**src/rtl/bp_me_addr_to_cce_id_pipe.sv**
```systemverilog
// Two-stage pipelined physical-address to CCE-ID mapper with a valid/ready
// request side, a valid/yumi result side and runtime-programmable striping.
module bp_me_addr_to_cce_id_pipe #(
  parameter int paddr_width_p = 40,
  parameter int cce_id_width_p = 7,
  parameter int num_cce_p = 4,
  parameter int io_base_id_p = 8,
  parameter int lg_num_io_p = 0,
  parameter int did_width_p = 3,
  parameter logic [paddr_width_p-1:0] dram_base_p = 40'h00_8000_0000,
  parameter logic [paddr_width_p-1:0] coproc_base_p = 40'h04_0000_0000,
  parameter int dev_offset_p = 20,
  parameter int cce_offset_p = 24,
  parameter int host_dev_p = 1
) (
  input  logic                      clk_i,
  input  logic                      reset_i,
  input  logic                      cfg_w_v_i,
  input  logic                      cfg_addr_i,
  input  logic [15:0]               cfg_data_i,
  input  logic                      paddr_v_i,
  input  logic [paddr_width_p-1:0]  paddr_i,
  output logic                      ready_o,
  output logic                      v_o,
  output logic [cce_id_width_p-1:0] cce_id_o,
  output logic                      err_o,
  output logic [paddr_width_p-1:0]  paddr_o,
  input  logic                      yumi_i
);

  localparam logic [cce_id_width_p-1:0] io_mask_lp = cce_id_width_p'((1 << lg_num_io_p) - 1);
  localparam logic [cce_id_width_p-1:0] io_base_lp = cce_id_width_p'(io_base_id_p);

  logic [3:0] stripe_shift_r;
  logic       acc_en_r;
  logic [2:0] acc_lg_r;
  logic [6:0] acc_base_r;

  logic [3:0] shift_wr;
  logic [2:0] acc_lg_wr;

  logic                      s1_v, s2_v, s1_advance, accept;
  logic [paddr_width_p-1:0]  s1_paddr;
  logic [cce_id_width_p-1:0] s1_id;
  logic                      s1_err, s1_is_dram;
  logic [15:0]               s1_slice;

  logic                      is_ext, is_host, below_dram, below_coproc;
  logic [6:0]                acc_mask, acc_sum;
  logic [cce_id_width_p-1:0] io_id, s1_id_n;
  logic                      s1_err_n, s1_is_dram_n;
  logic [15:0]               slice_mod;

  // Out-of-range writes clamp rather than wrap so a bad shift can never
  // select address bits outside the line/page window.
  assign shift_wr  = (cfg_data_i[3:0] < 4'd6)  ? 4'd6  :
                     (cfg_data_i[3:0] > 4'd12) ? 4'd12 : cfg_data_i[3:0];
  assign acc_lg_wr = (cfg_data_i[10:8] > 3'd4) ? 3'd4 : cfg_data_i[10:8];

  assign s1_advance = ~s2_v | yumi_i;
  assign ready_o    = ~s1_v | s1_advance;
  assign accept     = paddr_v_i & ready_o;

  assign is_ext       = paddr_i[paddr_width_p-1 -: did_width_p] != '0;
  assign below_dram   = paddr_i < dram_base_p;
  assign below_coproc = paddr_i < coproc_base_p;
  assign is_host      = below_dram && (paddr_i[dev_offset_p +: 4] == 4'(host_dev_p));

  assign io_id    = io_base_lp + (cce_id_width_p'(paddr_i >> 12) & io_mask_lp);
  assign acc_mask = 7'((1 << acc_lg_r) - 1);
  assign acc_sum  = acc_base_r + (7'(paddr_i >> stripe_shift_r) & acc_mask);

  // NOTE: every output of an always_comb gets a default up front; a missed
  // branch would otherwise infer a latch.
  always_comb begin
    s1_id_n      = '0;
    s1_err_n     = 1'b0;
    s1_is_dram_n = 1'b0;
    if (is_ext || is_host)
      s1_id_n = io_id;
    else if (below_dram)
      s1_id_n = paddr_i[cce_offset_p +: cce_id_width_p];
    else if (below_coproc)
      s1_is_dram_n = 1'b1;
    else if (acc_en_r)
      s1_id_n = cce_id_width_p'(acc_sum);
    else
      s1_err_n = 1'b1;
  end

  // Divisor is a parameter, so this reduces to constant-divisor logic.
  assign slice_mod = s1_slice % 16'(num_cce_p);

  // NOTE: state updates use non-blocking assignments so every register
  // samples pre-edge values, which is what makes same-cycle config writes
  // invisible to the request accepted alongside them.
  always_ff @(posedge clk_i) begin
    if (reset_i) begin
      stripe_shift_r <= 4'd6;
      acc_en_r       <= 1'b0;
      acc_lg_r       <= '0;
      acc_base_r     <= '0;
    end else if (cfg_w_v_i) begin
      if (!cfg_addr_i) begin
        stripe_shift_r <= shift_wr;
      end else begin
        acc_en_r   <= cfg_data_i[15];
        acc_lg_r   <= acc_lg_wr;
        acc_base_r <= cfg_data_i[6:0];
      end
    end
  end

  // NOTE: datapath registers are reset too, because the result outputs are
  // observable and must read zero after reset, not just be qualified by v_o.
  always_ff @(posedge clk_i) begin
    if (reset_i) begin
      s1_v       <= 1'b0;
      s1_paddr   <= '0;
      s1_id      <= '0;
      s1_err     <= 1'b0;
      s1_is_dram <= 1'b0;
      s1_slice   <= '0;
    end else if (ready_o) begin
      s1_v <= accept;
      if (accept) begin
        s1_paddr   <= paddr_i;
        s1_id      <= s1_id_n;
        s1_err     <= s1_err_n;
        s1_is_dram <= s1_is_dram_n;
        s1_slice   <= 16'(paddr_i >> stripe_shift_r);
      end
    end
  end

  always_ff @(posedge clk_i) begin
    if (reset_i) begin
      s2_v     <= 1'b0;
      paddr_o  <= '0;
      cce_id_o <= '0;
      err_o    <= 1'b0;
    end else if (s1_advance) begin
      s2_v <= s1_v;
      if (s1_v) begin
        paddr_o  <= s1_paddr;
        cce_id_o <= s1_is_dram ? cce_id_width_p'(slice_mod) : s1_id;
        err_o    <= s1_err;
      end
    end
  end

  assign v_o = s2_v;

endmodule

```
**config.mk**
```make
export PLATFORM = sky130hd
export DESIGN_NAME = bp_me_addr_to_cce_id_pipe
export DESIGN_NICKNAME = d
export VERILOG_FILES = /design/src/rtl/bp_me_addr_to_cce_id_pipe.sv
export SDC_FILE = /design/constraint.sdc
export NUM_CORES = 1
export LEC_CHECK = 0
export CORE_MARGIN = 2
export CORE_UTILIZATION = 55
export DETAILED_ROUTE_END_ITERATION = 8
export GPL_TIMING_DRIVEN = 1
export PLACE_DENSITY = 0.92
export SETUP_SLACK_MARGIN = 0.4
export SLEW_MARGIN = 0
export SYNTH_ARGS = -nofsm -noshare
export SYNTH_HDL_FRONTEND = slang
export SYNTH_SLANG_ARGS = --single-unit
```
**constraint.sdc**
```tcl
create_clock -name clk_i -period 7.7 [get_ports clk_i]
set_input_delay 0.77 -clock clk_i [delete_from_list [all_inputs] [get_ports clk_i]]
set_output_delay 0.77 -clock clk_i [all_outputs]
set_load 0.05 [all_outputs]
```
# Word level (Yosys, flattened, before mapping)
# Index checks and enable logic that the tools add are counted.
# W data, S select, Z words.
[op_classes]
addsub = 2
magnitude_cmp = 5
n_eq_ne = 1
shifts = 2
muxes = 15
n_bitwise = 7
n_reduce_logical = 7
[ops]
columns = ["cell", "count"]
rows = [
  ["$lt A40 B32 Y1 const B", 1],
  ["$lt A40 B35 Y1 const B", 1],
  ["$shr A40 B4 Y7", 1],
  ["$mux W7", 5],
  ["$mux W4", 2],
  ["$reduce_and A2 Y1", 4],
  ["$add A7 B7 Y7", 1],
  ["$and A7 B7 Y7", 1],
  ["$mux W1", 7],
  ["$shl A1 B3 Y7 const A", 1],
  ["$sub A7 B2 Y7 const B", 1],
  ["$eq A4 B1 Y1 const B", 1],
  ["$gt A4 B4 Y1 const B", 1],
  ["$lt A4 B3 Y1 const B", 1],
  ["$gt A3 B3 Y1 const B", 1],
  ["$mux W3", 1],
  ["$not A1 Y1", 3],
  ["$reduce_bool A3 Y1", 1],
  ["$or A1 B1 Y1", 2],
  ["$and A1 B1 Y1", 1],
  ["$logic_and A1 B1 Y1", 1],
  ["$logic_or A1 B1 Y1", 1],
]
[totals]
reg_bits = 116
output_inout_bits = 50
wordCells = 53

# Depth between registers and ports, before layout
[depth]
ltp_word = 8
ltp_mapped = 16

# Least setup slack after synthesis
# Ideal clock, no wire load.
[synth_path]
path_kind = "reg-to-reg"
from = "reg stripe_shift_r[1]"
to = "reg s1_id[6]"
setup_time_ns = 0.091
arrival_ns = 3.375
slack_ns = 4.234
path_stages_with_launch = 17
path_buffers = 3
cell_sequence = "dfxtp_1 > buf_6 > buf_6 > buf_2 > mux2i_1 > mux4_2 > o21ai_0 > o31a_1 > ha_1 > inv_1 > fa_1 > nor2b_1 > o31a_1 > mux2i_1 > nand2_1 > or4_1 > a311oi_1"
[synth_between]
elab_chain_cells = 7
[synth_rtl]
columns = ["element", "line", "text"]
rows = [
  ["from (decl)", "34", "logic [3:0] stripe_shift_r;"],
  ["from (signal assigned)", "105", "stripe_shift_r <= shift_wr;"],
  ["$shr A40 B4 Y7", "--", ""],
  ["$and A7 B7 Y7", "71", "assign acc_sum = acc_base_r + (7'(paddr_i >> stripe_shift_r) & acc_mask);"],
  ["$add A7 B7 Y7", "71", ""],
  ["$mux W7", "85", "else if (acc_en_r)"],
  ["$mux W7", "83", "else if (below_coproc)"],
  ["$mux W7", "81", "else if (below_dram)"],
  ["$mux W7", "79", "if (is_ext || is_host)"],
  ["to (signal assigned)", "128", "s1_id <= s1_id_n;"],
  ["to (decl)", "44", "logic [cce_id_width_p-1:0] s1_id;"],
]
# No other way between the ends.
# A chain may end at the register's enable or synchronous reset.

# Final worst setup path
# Ends and elaborated chain as after synthesis.

==> impl_metrics.csv <==
group,metric,value,unit
status,status,"finished clean",
floorplanning,die_w,100.4,um
clock_network,cts_buffers,17,
floorplanning,start_util,0.5611,
worst_hold_path,hold_class,"flip-flop to flip-flop",
clock_network,cts-root-to-sink-buffers,2,
drt,routed_wl,13150,um
synthesis,synth_edf_count,0,
sta,finalSetupViolations,0,
drt,wire_per_inst,16.02,um
synthesis,ys_types,48,
sta,rsz0062_at_grt,"no",
placed_design,portBuffers,106,
synthesis,yosysTopAreaCellShare,0.4543,
floorplanning,io_pins,112,
layout,nFillCells,654,
global_routing,grt_pass1_vias,4430,
synthesis,ys_seq_area_frac,0.4543,
power_and_ir_drop,cellPowerDensity,244.5,nW/um^2
synthesis,yosysMostFrequentCell,"nand2_1",
clock_network,worstSkewPairLatency,0.52,ns
global_routing,grt_pass1_wl,21520,um
drt,vias,4683,
synthesis,synth_top_family_by_area,"simple AND/OR/NAND/NOR gates",
placed_design,routabilityCongestion,0.8871,
floorplanning,fp.coreArea,9109,sq um
synthesis,synth-main-ff-cell,"dfxtp_1",
sta,slew_violations,0,
sta,max_freq,225.8,MHz
clock_network,clk_pin_slew,0.06,ns
synthesis,synth-adder-area-share,0.01860,
synthesis,synth_top_area_cell,"dfxtp_1",
sta,fin_crit_sh,0.5752,
worst_setup_path,arrival,4.84,ns
synthesis,synth_common_cells,"203 x nand2_1, 116 x dfxtp_1, 113 x a21oi_1, 34 x clkbuf_1, 22 x mux2i_1",
clock_network,cts_resized,0,
sta,slew_headroom,0.2112,
floorplanning,die_h,100.4,um
drt,ant_nets,0,
floorplanning,die-area,10080,sq um
clock_network,clock_sinks,116,
worst_setup_path,slowest_stage,"dfxtp_1",
drt,first_pass_iters,6,
clock_network,cts_setup_buffers,0,
synthesis,synth_mux_area_frac,0.1048,
global_routing,grtUsageTotal,0.2686,
synthesis,synth_simple_gate_area_frac,0.2093,
drt,via_per_inst,5.704,
synthesis,synth-compound-area-share,0.1667,
synthesis,synthesis.area,5111,sq um
layout,num_antenna_cells,0,
worst_setup_path,crit_path_start_kind,"flip-flop",
synthesis,synth_fp_nets,686,
power_and_ir_drop,cellLeakagePower,2.478,nW
synthesis,ys_seq_elements,116,
floorplanning,core.rowCount,35,
layout,drive_gt1_frac,0.08451,
sta,tightest_slew,1.182,ns
synthesis,ys_warn_count,0,
clock_network,cts-hold-fix-buffers,0,
worst_setup_path,crit_buf_inv,1,
worst_setup_path,critical_path.max_stage_delay,1.11,ns
sta,finalSetupTns,0,ns
placed_design,post-dp-hpwl,8563,um
sta,layout_min_cycle_time,4.429,ns
power_and_ir_drop,peakVddDrop,0.1768,mV
layout,area_growth,32.46,%
synthesis,synthArstFlopShare,0,
worst_setup_path,worstSetupPathType,"flip-flop to flip-flop",
worst_setup_path,cp_data_required_time,8.12,ns
worst_setup_path,worstPathMaxFanout,24,
layout,num-nets-final,766,
synthesis,synth-xor-area-share,0.005141,
worst_setup_path,crit_path_end_kind,"flip-flop",
synthesis,synth.area.top_cells,"dfxtp_1 45%, nand2_1 15%, a21oi_1 11%",
synthesis,syn_area_per_cell,8.284,sq um
worst_setup_path,worstPathCellList,"mux2i_1 > mux4_2 > o21ai_0 > o31a_1 > ha_1 > inv_1 > fa_1 > nor2b_1 > o31a_1 > mux2i_1 > nand2_1 > or4_1 > a311oi_1",
clock_network,htree_levels,4,
clock_network,clockRootBuffer,"clkbuf_8",
sta,hold_ws,0.4503,ns
clock_network,cts_tree,"yes",
synthesis,syn_inst,617,
sta,fin_skew,0.01239,ns
sta,hold_violations,0,
global_routing,antenna_found_initial,0,
run,drv_cap,0,
worst_setup_path,critPathTopFamily,"flip-flops",
drt,remaining_drc_errors,0,
global_routing,gr-total-overflow,0,
drt,drt_first_iter_violations,322,
global_routing,grt_max_degree,117,
## final cells by class
| cell class | instances | area [sq um] | area share |
|---|---|---|---|
| timing repair buffer | 107 | 1066 | 0.1575 |
| clock buffer | 17 | 414.1 | 0.06117 |
| clock inverter | 15 | 219.0 | 0.03234 |
| multi-input combinational | 450 | 2591 | 0.3827 |
| sequential | 116 | 2322 | 0.3430 |
| inverter | 5 | 18.77 | 0.002772 |
| tap | 111 | 138.9 | 0.02051 |
## metal layers
metal / up-vias / wire [um] / global-route usage
li1: 2263 / - / -
met1: 2209 / 5470 / 0.3385
met2: 180 / 6713 / 0.4517
met3: 31 / 641 / 0.04666
met4: 0 / 325 / 0.1191
met5: - / 0 / 0
## worst reg2reg max path, stage by stage (launching register included)
cell and delay, ns:
dfxtp_1 1.11, mux2i_1 0.33, mux4_2 0.52, o21ai_0 0.30, o31a_1 0.20, ha_1 0.16, inv_1 0.05, fa_1 0.40
nor2b_1 0.16, o31a_1 0.17, mux2i_1 0.19, nand2_1 0.08, or4_1 0.42, a311oi_1 0.23
## flip-flops by register name, indices dropped and copies added (netlist names)
name            cells
paddr_o            40
s1_id               7
stripe_shift_r      4
s1_v                1
acc_lg_r            3
cce_id_o            7
err_o               1
s1_err              1
v_o                 1
s1_paddr           40
s1_is_dram          1
s1_slice            2
acc_en_r            1
acc_base_r          7
## cells by family after synthesis
logic type               count (synthesis)
XOR/XNOR                                 3
adder cells (fa/ha/maj)                  7
AND/OR/NAND/NOR                        255
flip-flops                             116
AO/OA/AOI/OAI                          147
buffers and inverters                   51
multiplexers                            38
## path summary, 6_finish.rpt
kind	startpoint	end	slack (ns)	depth (start not counted)
setup / recovery	stripe_shift_r[1]	s1_id[6]	3.27	13
hold / removal	cce_id_o[4]	cce_id_o[4]	0.45	2
setup reg to reg	stripe_shift_r[1]	s1_id[6]	3.27	13
hold reg to reg	cce_id_o[4]	cce_id_o[4]	0.45	2
## placed cells by master, fill, tap and decap left out, types with 3 or more instances in the layout
master / n
a211oi_1: 8
a21oi_1: 113
a22o_1: 3
a22oi_1: 4
and2_1: 3
bufinv_16: 4
clkbuf_16: 16
clkdlybuf4s50_1: 105
clkinv_4: 6
dfxtp_1: 116
ha_1: 6
inv_1: 5
inv_6: 4
mux2_2: 4
mux2i_1: 22
mux4_2: 12
nand2_1: 202
nand3b_1: 7
nor2_1: 20
nor2b_1: 6
nor3_1: 3
o21ai_0: 4
## stage by stage
stage	utilization	std cells	total power, mW	worst slack (ns)	cell area (sq um)
after CTS	0.7433	821	1.657	3.321	6770
after detailed placement	0.6738	789	0.8292	3.260	6137
final	0.7433	821	1.655	3.271	6770
after global placement	0.6738	789	0.8223	3.399	6137
after global routing	0.7433	821	1.708	2.890	6770
after floorplan	-	617	0.7609	4.234	5111
## where the power goes
group	switching [mW]	leakage, nW	internal (mW)
combinational	0.101	1.22	0.0766
clock	0.300	0.310	0.534
sequential	0.0199	0.947	0.624
total	0.420	2.48	1.23
(Power assumes the default switching activity.)
